==> config.mk <==
export PLATFORM = sky130hd
export DESIGN_NAME = rr_arbiter4
export DESIGN_NICKNAME = d
export VERILOG_FILES = /design/src/rtl/rr_arbiter4.sv
export SDC_FILE = /design/constraint.sdc
export NUM_CORES = 1
export LEC_CHECK = 0
export ABC_CLOCK_PERIOD_IN_PS = 1900
export CORE_MARGIN = 1
export CORE_UTILIZATION = 32
export DETAILED_ROUTE_END_ITERATION = 10
export DONT_BUFFER_PORTS = 1
export PLACE_DENSITY = 0.51
export REMOVE_ABC_BUFFERS = 1
export SKIP_LAST_GASP = 1
export SYNTH_ARGS = -nofsm -noshare
export SYNTH_HDL_FRONTEND = slang
export SYNTH_SLANG_ARGS = --single-unit
==> constraint.sdc <==
create_clock -name clk -period 1.9 [get_ports clk]
set_input_delay 0.19 -clock clk [delete_from_list [all_inputs] [get_ports clk]]
set_output_delay 0.19 -clock clk [all_outputs]
set_load 0.02 [all_outputs]
==> src/rtl/rr_arbiter4.sv <==
// rr_arbiter4 -- four-requester round-robin arbiter with registered grant.
//
// One requester at a time is granted. The grant is held until the consumer
// acks, the arbiter is disabled, or the granted requester drops its request.
// At least one empty (all-zero) grant cycle separates consecutive grants.
// The search for the next winner starts just after the last winner, so every
// active requester is served in turn.
//
// Optional feature, macro RR_ARBITER4_TIMEOUT_EN:
//   When defined, a grant is forcibly ended after MAX_HOLD cycles and
//   'timeout' pulses for one cycle. When undefined, grants have no time
//   limit and 'timeout' is held at 0.
//
// Parameters:
//   MAX_HOLD   cycles a grant may be held when the timeout is built in (1..255)
//
// Ports:
//   clk        in   1  clock, rising edge
//   rst_n      in   1  asynchronous active-low reset
//   en         in   1  enable; low blocks new grants and ends the current one
//   req        in   4  request lines, bit i = requester i
//   ack        in   1  consumer done; ends the current grant
//   grant      out  4  registered grant, one-hot or zero
//   valid      out  1  registered, high exactly when grant is non-zero
//   timeout    out  1  registered one-cycle pulse when a grant is forced off
//
// state   | meaning
// --------+---------------------------------------------------------------
// ST_IDLE | no grant; choose a winner from the sampled requests
// ST_BUSY | grant held; watch for ack, en low, request drop or hold expiry

module rr_arbiter4 #(
    parameter int MAX_HOLD = 8
) (
    input  logic       clk,
    input  logic       rst_n,
    input  logic       en,
    input  logic [3:0] req,
    input  logic       ack,
    output logic [3:0] grant,
    output logic       valid,
    output logic       timeout
);

    if (MAX_HOLD < 1 || MAX_HOLD > 255) begin : g_bad_max_hold
        $error("rr_arbiter4: MAX_HOLD must be in 1..255");
    end

    typedef enum logic {
        ST_IDLE = 1'b0,
        ST_BUSY = 1'b1
    } state_t;

    state_t     r_state;
    state_t     w_state_nxt;
    logic [3:0] r_grant;
    logic [3:0] w_grant_nxt;
    logic       r_valid;
    logic       w_valid_nxt;
    logic       r_timeout;
    logic       w_timeout_nxt;
    logic [1:0] r_ptr;
    logic [1:0] w_ptr_nxt;
    logic [1:0] r_gidx;
    logic [1:0] w_gidx_nxt;

    logic       w_pick_found;
    logic [1:0] w_pick_idx;
    logic       w_rel_cause;
    logic       w_hold_expire;

    // Rotating priority search: ptr+1 first, ptr itself last. The 2-bit
    // addition wraps naturally, so k=4 lands back on ptr.
    always_comb begin
        w_pick_found = 1'b0;
        w_pick_idx   = r_ptr;
        for (int k = 1; k <= 4; k++) begin
            if (!w_pick_found && req[r_ptr + 2'(k)]) begin
                w_pick_found = 1'b1;
                w_pick_idx   = r_ptr + 2'(k);
            end
        end
    end

    // Any of these ends the grant; the timeout only counts as the cause
    // when none of them is present.
    assign w_rel_cause = ack | ~en | ~req[r_gidx];

`ifdef RR_ARBITER4_TIMEOUT_EN
    logic [7:0] r_hold;
    logic [7:0] w_hold_nxt;

    // Counter reads 0 in the first BUSY cycle, so reaching MAX_HOLD-1 here
    // means this edge would make it MAX_HOLD: the grant has had its cycles.
    assign w_hold_expire = (r_state == ST_BUSY) && (r_hold == 8'(MAX_HOLD - 1));

    always_comb begin
        w_hold_nxt = 8'd0;
        if (r_state == ST_BUSY && w_state_nxt == ST_BUSY) begin
            w_hold_nxt = r_hold + 8'd1;
        end
    end

    always_ff @(posedge clk or negedge rst_n) begin
        if (!rst_n) begin
            r_hold <= 8'd0;
        end else begin
            r_hold <= w_hold_nxt;
        end
    end
`else
    assign w_hold_expire = 1'b0;
`endif

    always_comb begin
        w_state_nxt   = r_state;
        w_grant_nxt   = r_grant;
        w_valid_nxt   = r_valid;
        w_timeout_nxt = 1'b0;
        w_ptr_nxt     = r_ptr;
        w_gidx_nxt    = r_gidx;

        case (r_state)
            ST_IDLE: begin
                w_grant_nxt = 4'b0000;
                w_valid_nxt = 1'b0;
                if (en && w_pick_found) begin
                    w_state_nxt = ST_BUSY;
                    w_grant_nxt = 4'b0001 << w_pick_idx;
                    w_valid_nxt = 1'b1;
                    w_gidx_nxt  = w_pick_idx;
                end
            end

            ST_BUSY: begin
                if (w_rel_cause || w_hold_expire) begin
                    w_state_nxt   = ST_IDLE;
                    w_grant_nxt   = 4'b0000;
                    w_valid_nxt   = 1'b0;
                    w_ptr_nxt     = r_gidx;
                    w_timeout_nxt = ~w_rel_cause;
                end
            end

            default: begin
                w_state_nxt = ST_IDLE;
                w_grant_nxt = 4'b0000;
                w_valid_nxt = 1'b0;
            end
        endcase
    end

    always_ff @(posedge clk or negedge rst_n) begin
        if (!rst_n) begin
            r_state   <= ST_IDLE;
            r_grant   <= 4'b0000;
            r_valid   <= 1'b0;
            r_timeout <= 1'b0;
            r_ptr     <= 2'd3;
            r_gidx    <= 2'd0;
        end else begin
            r_state   <= w_state_nxt;
            r_grant   <= w_grant_nxt;
            r_valid   <= w_valid_nxt;
            r_timeout <= w_timeout_nxt;
            r_ptr     <= w_ptr_nxt;
            r_gidx    <= w_gidx_nxt;
        end
    end

    assign grant   = r_grant;
    assign valid   = r_valid;
    assign timeout = r_timeout;

    a_grant_onehot0 : assert property (@(posedge clk) disable iff (!rst_n) $onehot0(r_grant));
    a_valid_matches : assert property (@(posedge clk) disable iff (!rst_n) r_valid == (|r_grant));

endmodule
==> flow_summary.yaml, run 1 <==
run_status:
  outcome: "complete, but fails checks"
  violations: "DRC"
power:
  p_seq_frac: 0.485
  switching_share: 0.3544
  power.density_mw_per_mm2: 1342
  power.switching_mw: 0.2952
  clockPowerShare: 0.224
  power.internal_mw: 0.5377
  leakage_nw: 0.2749
  comb_power_share: 0.291
  ir_drop_v: 0.0006446
worst_setup_path:
  cp.arrival_ns: 1.65
  r2r_slack_ns: 0.40
  cp_num_buf_inv: 0
  cpPeakStageDelay_ns: 0.55
  crit_chain: "nand2b_1 -> o21ai_0 -> a221o_1 -> a32o_1"
  cp_max_fo: 5
  endpoint_kind: "register"
  r2r_start: "r_ptr[0]"
  r2r-end: "grant[1]"
  crit_family: "compound AO/OA/AOI/OAI gates"
  slowest_stage: "dfstp_2"
  startpoint_type: "register"
  crit_required_ns: 2.05
  reg2reg_depth: 4
  path_class: "register to register"
routing:
  drtIter0Drc: 5
  wl_mm: 1.102
  vias_per_cell: 5.857
  wire_per_inst_um: 15.74
  num_vias: 410
  firstDrtPassIters: 6
  post-route-drc-count: 1
  ant_nets: 0
place:
  gp_routability_congestion: 0.7718
  place_area_sq_um: 574.3
  post-dp-hpwl_um: 858.1
  io_buffers: 0
min_path:
  hp-class: "input port to register"
  hp-start: "req[2]"
  worstHoldPathCells: 3
  min_to: "r_ptr[1]"
synthesis:
  synth_area_sq_um: 554.3
  synth_warnings: 0
  synth_area_per_cell_sq_um: 11.31
  synth_cells: 49
  ys_ff_latch: 10
  synthDistinctLibCells: 31
  synth_seq_area_share: 0.4560
floorplan:
  core_area_sq_mm: 0.001559
  initial_core_util: 0.3555
  die_y_um: 43.62
  die-area_sq_mm: 0.001903
  rows: 14
  die_x_um: 43.62
  io_pins: 14
clock_network:
  cts.sinks: 10
  cts_root_buf: "clkbuf_4"
  clk_pin_slew_ns: 0.06
  clkLatencyLatePin_ns: 0.26
  htree_levels: 1
  cts_tree: "done"
  ctsLongestPathBuffers: 2
  cts_made_buffers: 3
grt:
  grt_pass1_wl_mm: 1.800
  grt_use_total: 0.1386
  gr-total-overflow: 0
  grt_max_degree: 11
  grt_pass1_vias: 434
  antenna_found_initial: 0
cells_and_area:
  final_common_cell: "dfrtp_1"
  diodes: 0
  area_growth_pct: 11.96
  final_cell_mix: "8 x dfrtp_1, 3 x nor2_1, 3 x nand2b_1, 3 x clkbuf_4"
  final_area_sq_um: 620.6
  final_nets: 63
  drive_gt1_frac: 0.2407
sta:
  whs_ns: 0.1941
  min_period_ns: 1.498
  drv_slew: 0
  finalCritPeriodShare: 0.7883
  finalSetupViolations: 0
  timing_hold_violations_final: 0
  rsz0062_at_grt: "no"
  timing.fmax_ghz: 0.6676
  setup_tns_ns: 0
  skew_ns: 0.004946
flow_run:
  cap_violations: 0
[worst reg2reg max path, cell delays in order, from the launching register on]
cell	delay (ns)
dfstp_2	0.55
nand2b_1	0.12
o21ai_0	0.11
a221o_1	0.35
a32o_1	0.26
[power groups by stage]
stage / Combinational (mW) / Clock [mW] / Sequential (mW)
2_1_floorplan: 0.200 / 0 / 0.384
3_3_place_gp: 0.229 / 0 / 0.401
3_5_place_dp: 0.238 / 0 / 0.406
4_1_cts: 0.246 / 0.194 / 0.403
5_1_grt: 0.265 / 0.211 / 0.412
6_report: 0.243 / 0.186 / 0.404
[flip-flops by register name, indices dropped and copies added, names as in the netlist]
name	cells
r_ptr	2
r_gidx	2
r_state	1
grant	4
valid	1
[how the worst max path moves through the flow]
stage / start / endpoint / cells past startpoint / slack, ns
floorplan: r_ptr[0] / grant[1] / 4 / 0.51
global placement: r_ptr[0] / grant[1] / 4 / 0.46
detailed placement: r_ptr[0] / grant[0] / 4 / 0.40
CTS: r_ptr[0] / grant[0] / 4 / 0.40
global route: r_ptr[0] / grant[0] / 4 / 0.31
finish: r_ptr[0] / grant[1] / 4 / 0.40
[kinds of logic (layout without fill, tap and decap cells)]
logic type | count (synthesis) | in the layout | share of synthesized area
AND/OR/NAND/NOR | 14 | 14 | 0.1738
flip-flops | 10 | 10 | 0.4560
buffers and inverters | 3 | 8 | 0.02710
other | 1 | 1 | 0.006766
AO/OA/AOI/OAI | 18 | 18 | 0.2709
multiplexers | 3 | 3 | 0.06545
[Yosys cell counts, drive strengths merged]
cell type	instances	share of area
o2bb2ai	1	0.016
nand2	2	0.014
o21bai	1	0.014
conb	1	0.0068
nor2	3	0.020
o211a	1	0.018
dfstp	2	0.095
dfrtp	8	0.36
nor2b	1	0.011
or2	1	0.011
a21o	1	0.014
a221o	1	0.018
mux2	2	0.047
o21ai	4	0.063
o21a	1	0.014
a221oi	1	0.016
nand2b	3	0.034
inv	2	0.014
o211ai	1	0.014
nor4	1	0.011
a32o	2	0.036
and2	1	0.016
buf	1	0.014
a22o	2	0.032
mux2i	1	0.018
nor3b	2	0.056
a21oi	2	0.018
[per-stage QoR]
stage / cells / power, mW / utilization / setup slack [ns]
final: 70 / 0.8329 / 0.3981 / 0.4021
after global routing: 70 / 0.8885 / 0.3981 / 0.3126
after CTS: 70 / 0.8422 / 0.3981 / 0.3998
after detailed placement: 65 / 0.6444 / 0.3684 / 0.4044
after global placement: 65 / 0.6304 / 0.3684 / 0.4607
after floorplan: 48 / 0.5839 / - / 0.5103
[final cells by class]
cell class                      instances  area [sq um]
Multi-Input combinational cell         36         286.5
Tap cell                               16         20.02
Sequential cell                        10         252.7
Inverter                                2         7.507
Fill cell                             156         938.4
Timing Repair Buffer                    2         17.52
Clock buffer                            4         36.28
[what timing repair did]
action	in CTS	in global routing
hold buffers	1	0
endpoints found under the hold margin	10	0
buffers inserted	0	0
resized for setup	0	0
[per-layer routing]
metal / global-route usage / part of all wire
met1: 0.1485 / 0.43
met2: 0.2030 / 0.49
met3: 0.09583 / 0.074
met4: 0.07500 / 0.010
met5: 0 / 0
Note: power is estimated with default switching activity, not from simulation.
==> run 2: changes to the inputs <==
Settings changed: ABC_AREA set to 1, ABC_CLOCK_PERIOD_IN_PS 1900 to 1250, PLACE_DENSITY 0.51 to 0.52.
Clock period 1.9 ns to 1.25 ns, I/O delays scaled along.
==> flow_summary.yaml, run 2 <==
run_status:
  outcome: "complete, but fails checks"
  violations: "setup timing"
cells_and_area:
  largest_register_ff_count: 4
  final_nets: 147
  final_cell_mix: "40 x nand2_1, 17 x nand2_2, 15 x buf_4, 9 x nand3_1"
  final_common_cell: "nand2_1"
  diodes: 0
  drive_gt1_frac: 0.4348
  area_growth_pct: 32.06
worst_setup_path:
  r2r_start: "r_ptr[0]"
  reg2reg_depth: 11
  endpoint_kind: "register"
  startpoint: "r_ptr[0]"
  startpoint_type: "register"
  cp.arrival_ns: 1.79
  crit_end: "grant[3]"
  r2r-end: "grant[3]"
  path_class: "register to register"
  r2r_slack_ns: -0.38
  crit_required_ns: 1.41
  cp_max_fo: 7
grt:
  grt_max_degree: 11
  gr-total-overflow: 0
  grt_pass1_wl_mm: 3.001
  grt_pass1_vias: 718
  antenna_found_initial: 0
  grt_use_total: 0.1517
routing:
  ant_nets: 0
  wire_per_inst_um: 11.53
  post-route-drc-count: 0
  vias_per_cell: 4.801
  firstDrtPassIters: 4
  wl_mm: 1.914
  num_vias: 797
  drtIter0Drc: 7
synthesis:
  synth_cells: 118
  synth_warnings: 0
  synth_seq_area_share: 0.3222
  yosysMostFrequentCell: "nand2_1"
  async_reset_ff_frac: 1.000
  ys_ff_latch: 10
  synth_commonest_cells: "51 x nand2_1, 10 x nand3_1, 9 x nand2_2"
  synth_area_leader_cell: "dfrtp_1"
  synth_top_area_frac: 0.2552
  synth_area_sq_um: 784.5
  synthTopCellsByArea: "dfrtp_1 26%, nand2_1 24%, nand2_2 7.2%, dfstp_2 6.7%, nand3_1 6.4%"
  synth_area_per_cell_sq_um: 6.648
  synth_edf_count: 0
  synthDistinctLibCells: 20
  synth_ff_type: "dfrtp_1"
power:
  ir_drop_v: 0.001568
  power.density_mw_per_mm2: 3133
  leakage_nw: 0.5659
min_path:
  hp-class: "input port to register"
sta:
  min_period_ns: 1.633
  finalSetupViolations: 8
  finalCritPeriodShare: 1.307
  timing_hold_violations_final: 0
  layout_setup_ws_ns: -0.3833
  whs_ns: 0.08189
  skew_ns: 0.004041
  timing.fmax_ghz: 0.6123
  rsz0062_at_grt: "yes"
  drv_slew: 0
clock_network:
  cts.sinks: 10
  cts_made_buffers: 3
  clkLatencyLatePin_ns: 0.26
  htree_levels: 1
  cts_tree: "done"
  ctsLongestPathBuffers: 2
  clk_pin_slew_ns: 0.07
  cts_root_buf: "clkbuf_4"
floorplan:
  core_area_sq_mm: 0.002255
  initial_core_util: 0.3479
  die_x_um: 51.52
  io_pins: 14
  die_y_um: 51.52
  rows: 17
  die-area_sq_mm: 0.002654
place:
  post-dp-hpwl_mm: 1.387
  post-place-ws_ns: -0.4336
  gp_routability_congestion: 0.7551
  io_buffers: 0
flow_run:
  cap_violations: 0
run 2: cell type report:
cell class                      instances  area (sq um)
Multi-Input combinational cell         96         524.3
Sequential cell                        10         252.7
Timing Repair Buffer                   18         145.1
Tap cell                               28         35.03
Fill cell                             257          1219
Clock buffer                            4         36.28
Inverter                               10         42.54
run 2: critical path: stages (launching register included):
cell	delay [ns]
dfstp_2	0.61
inv_4	0.08
nand2_2	0.07
nand2_2	0.08
nand2_4	0.10
nand2_4	0.08
nor2_4	0.12
nand3_2	0.09
nand2_4	0.12
nor2_2	0.06
nand2_1	0.06
nand2_1	0.06
run 2: cell families after synthesis:
kind of cell,Yosys count,synth area share
and+or+nand+nor,87,0.5470
buffers and inverters,12,0.07496
DFF,10,0.3222
AOI/OAI and AO/OA,8,0.05103
other,1,0.004780
run 2: routing by layer:
layer	vias to the layer above	track usage	wire [um]
li1	406	-	-
met1	375	0.1883	884
met2	14	0.2576	967
met3	2	0.008772	47
met4	0	0.09009	14
met5	-	0	0
run 2: how the worst min path moves through the flow:
stage / startpoint / endpoint / slack, ns / cells past startpoint
detailed placement: rst_n / valid / -0.17 / 0
floorplan: rst_n / grant[0] / -0.17 / 0
finish: ack / r_state / 0.08 / 3
global route: ack / r_state / 0.1 / 3
global placement: rst_n / valid / -0.17 / 0
CTS: ack / r_state / 0.08 / 3
run 2: power by group:
part           internal, mW  switching, mW  total [mW]
Clock                 0.177          0.115       0.292
Sequential            0.475          0.186       0.660
Combinational         0.965           1.33        2.29
run 2: per-stage QoR:
stage | total power, mW | instance area (sq um) | util | setup TNS [ns] | std cells
2_1_floorplan | 2.004 | 765.7 | - | -2.196 | 116
3_3_place_gp | 2.556 | 890.9 | 0.3951 | -2.893 | 156
3_5_place_dp | 2.567 | 890.9 | 0.3951 | -3.152 | 156
4_1_cts | 3.019 | 977.2 | 0.4334 | -2.568 | 164
5_1_grt | 3.540 | 1036 | 0.4595 | -3.843 | 166
6_report | 3.245 | 1036 | 0.4595 | -2.753 | 166
run 2: timing repair:
action	in CTS	in global routing
buffers inserted	3	2
setup endpoints to repair	9	10
hold endpoints to repair	10	0
pin swaps	3	2
resized for setup	7	15
hold buffers	1	0
==> run 3: changes to the inputs <==
Settings changed: CORE_ASPECT_RATIO set to 1.4.
==> flow_summary.yaml, run 3 (synthesis gave the netlist of run 2 again) <==
power:
  ir_drop_v: 0.001323
  leakage_nw: 0.5693
  power.density_mw_per_mm2: 3149
worst_setup_path:
  startpoint_type: "register"
  reg2reg_depth: 12
  crit_required_ns: 1.45
  path_class: "register to register"
  cp.arrival_ns: 1.85
  cp_max_fo: 6
  r2r_start: "r_ptr[0]"
  startpoint: "r_ptr[0]"
  endpoint_kind: "register"
sta:
  rsz0062_at_grt: "yes"
  finalCritPeriodShare: 1.321
  setup_tns_ns: -3.077
  layout_setup_ws_ns: -0.4016
  drv_slew: 0
  finalSetupViolations: 8
  min_period_ns: 1.652
  timing.fmax_ghz: 0.6055
  timing_hold_violations_final: 0
  skew_ns: 0.002289
floorplan:
  io_pins: 14
  rows: 20
  die-area_sq_mm: 0.002656
  initial_core_util: 0.3483
  die_y_um: 60.59
  die_x_um: 43.85
  core_area_sq_mm: 0.002252
cells_and_area:
  diodes: 0
  largest_register_ff_count: 4
  area_growth_pct: 33.17
  final_common_cell: "nand2_1"
  final_util: 0.4639
  final_cell_mix: "39 x nand2_1, 17 x nand2_2, 14 x buf_4, 9 x nand3_1"
  final_nets: 147
  drive_gt1_frac: 0.4565
routing:
  drtIter0Drc: 11
  post-route-drc-count: 0
  wl_mm: 1.839
  firstDrtPassIters: 4
  ant_nets: 0
  num_vias: 787
  vias_per_cell: 4.919
  wire_per_inst_um: 11.49
place:
  post-dp-hpwl_mm: 1.404
  gp_routability_congestion: 0.7066
  io_buffers: 0
clock_network:
  clkLatencyLatePin_ns: 0.26
  cts_tree: "done"
  cts_made_buffers: 3
  clk_pin_slew_ns: 0.07
  ctsLongestPathBuffers: 2
  htree_levels: 1
  cts.sinks: 10
  cts_root_buf: "clkbuf_4"
grt:
  antenna_found_initial: 0
  grt_max_degree: 11
  grt_pass1_wl_mm: 3.118
  gr-total-overflow: 0
  grt_pass1_vias: 776
  grt_use_total: 0.1559
min_path:
  hp-class: "input port to register"
  worstHoldPathCells: 3
  hp-start: "ack"
run_status:
  outcome: "complete, but fails checks"
  violations: "setup timing"
flow_run:
  cap_violations: 0
-- run 3: cell counts in the layout (fill, tap and decap cells not counted) --
No cell type changed its count.
-- run 3: layout make-up --
cell class | count | area (sq um)
Fill cell | 236 | 1207
Multi-Input combinational cell | 96 | 536.8
Sequential cell | 10 | 252.7
Timing Repair Buffer | 18 | 148.9
Inverter | 10 | 42.54
Clock buffer | 4 | 36.28
Tap cell | 22 | 27.53
-- run 3: timing repair --
item,4_1_cts,5_1_grt
hold buffers,1,0
gates resized for setup,7,21
pin swaps,2,20
buffers inserted,4,2
setup endpoints to repair,8,10
hold endpoints to repair,10,0
-- run 3: final timing paths --
kind                       slack (ns)        to
setup / recovery                -0.40  grant[2]
hold / removal                   0.09   r_state
setup reg to reg                -0.40  grant[2]
hold reg to reg                  0.58  r_ptr[0]
max in group asynchronous        0.66  r_ptr[0]
min in group asynchronous        0.25   r_state
-- run 3: layer usage --
layer  part of all wire  track usage  vias to the layer above
met5                  0            0                        -
met4             0.0082      0.08036                        0
met3              0.013      0.02083                        2
met2               0.55       0.2793                        6
met1               0.42       0.1783                      376
li1                   -            -                      403
-- run 3: worst max-delay path, stage by stage, from the launching register on --
cell	delay (ns)
dfstp_2	0.63
buf_6	0.13
nand2_2	0.05
nand2_2	0.09
nand2_4	0.06
buf_4	0.13
nand3_1	0.07
nand2_1	0.07
nand2_2	0.06
nand2_2	0.07
nor2_4	0.12
nand2_1	0.06
nand2_1	0.05
-- run 3: power breakdown --
part / internal [mW] / switching [mW] / leakage [nW] / total (mW)
sequential: 0.475 / 0.192 / 0.124 / 0.668
clock: 0.177 / 0.109 / 0.0210 / 0.286
combinational: 0.991 / 1.35 / 0.424 / 2.34
total: 1.64 / 1.65 / 0.569 / 3.29
-- run 3: through the flow --
stage	worst slack, ns	hold slack [ns]	power [mW]	cells	cell area [sq um]
2_1_floorplan	-0.3100	-0.1706	2.004	116	765.7
3_3_place_gp	-0.3687	-0.1703	2.537	149	875.8
3_5_place_dp	-0.3926	-0.1704	2.544	149	875.8
4_1_cts	-0.3711	0.08161	3.037	158	975.9
5_1_grt	-0.5082	0.08705	3.610	160	1045
6_report	-0.4016	0.08622	3.290	160	1045
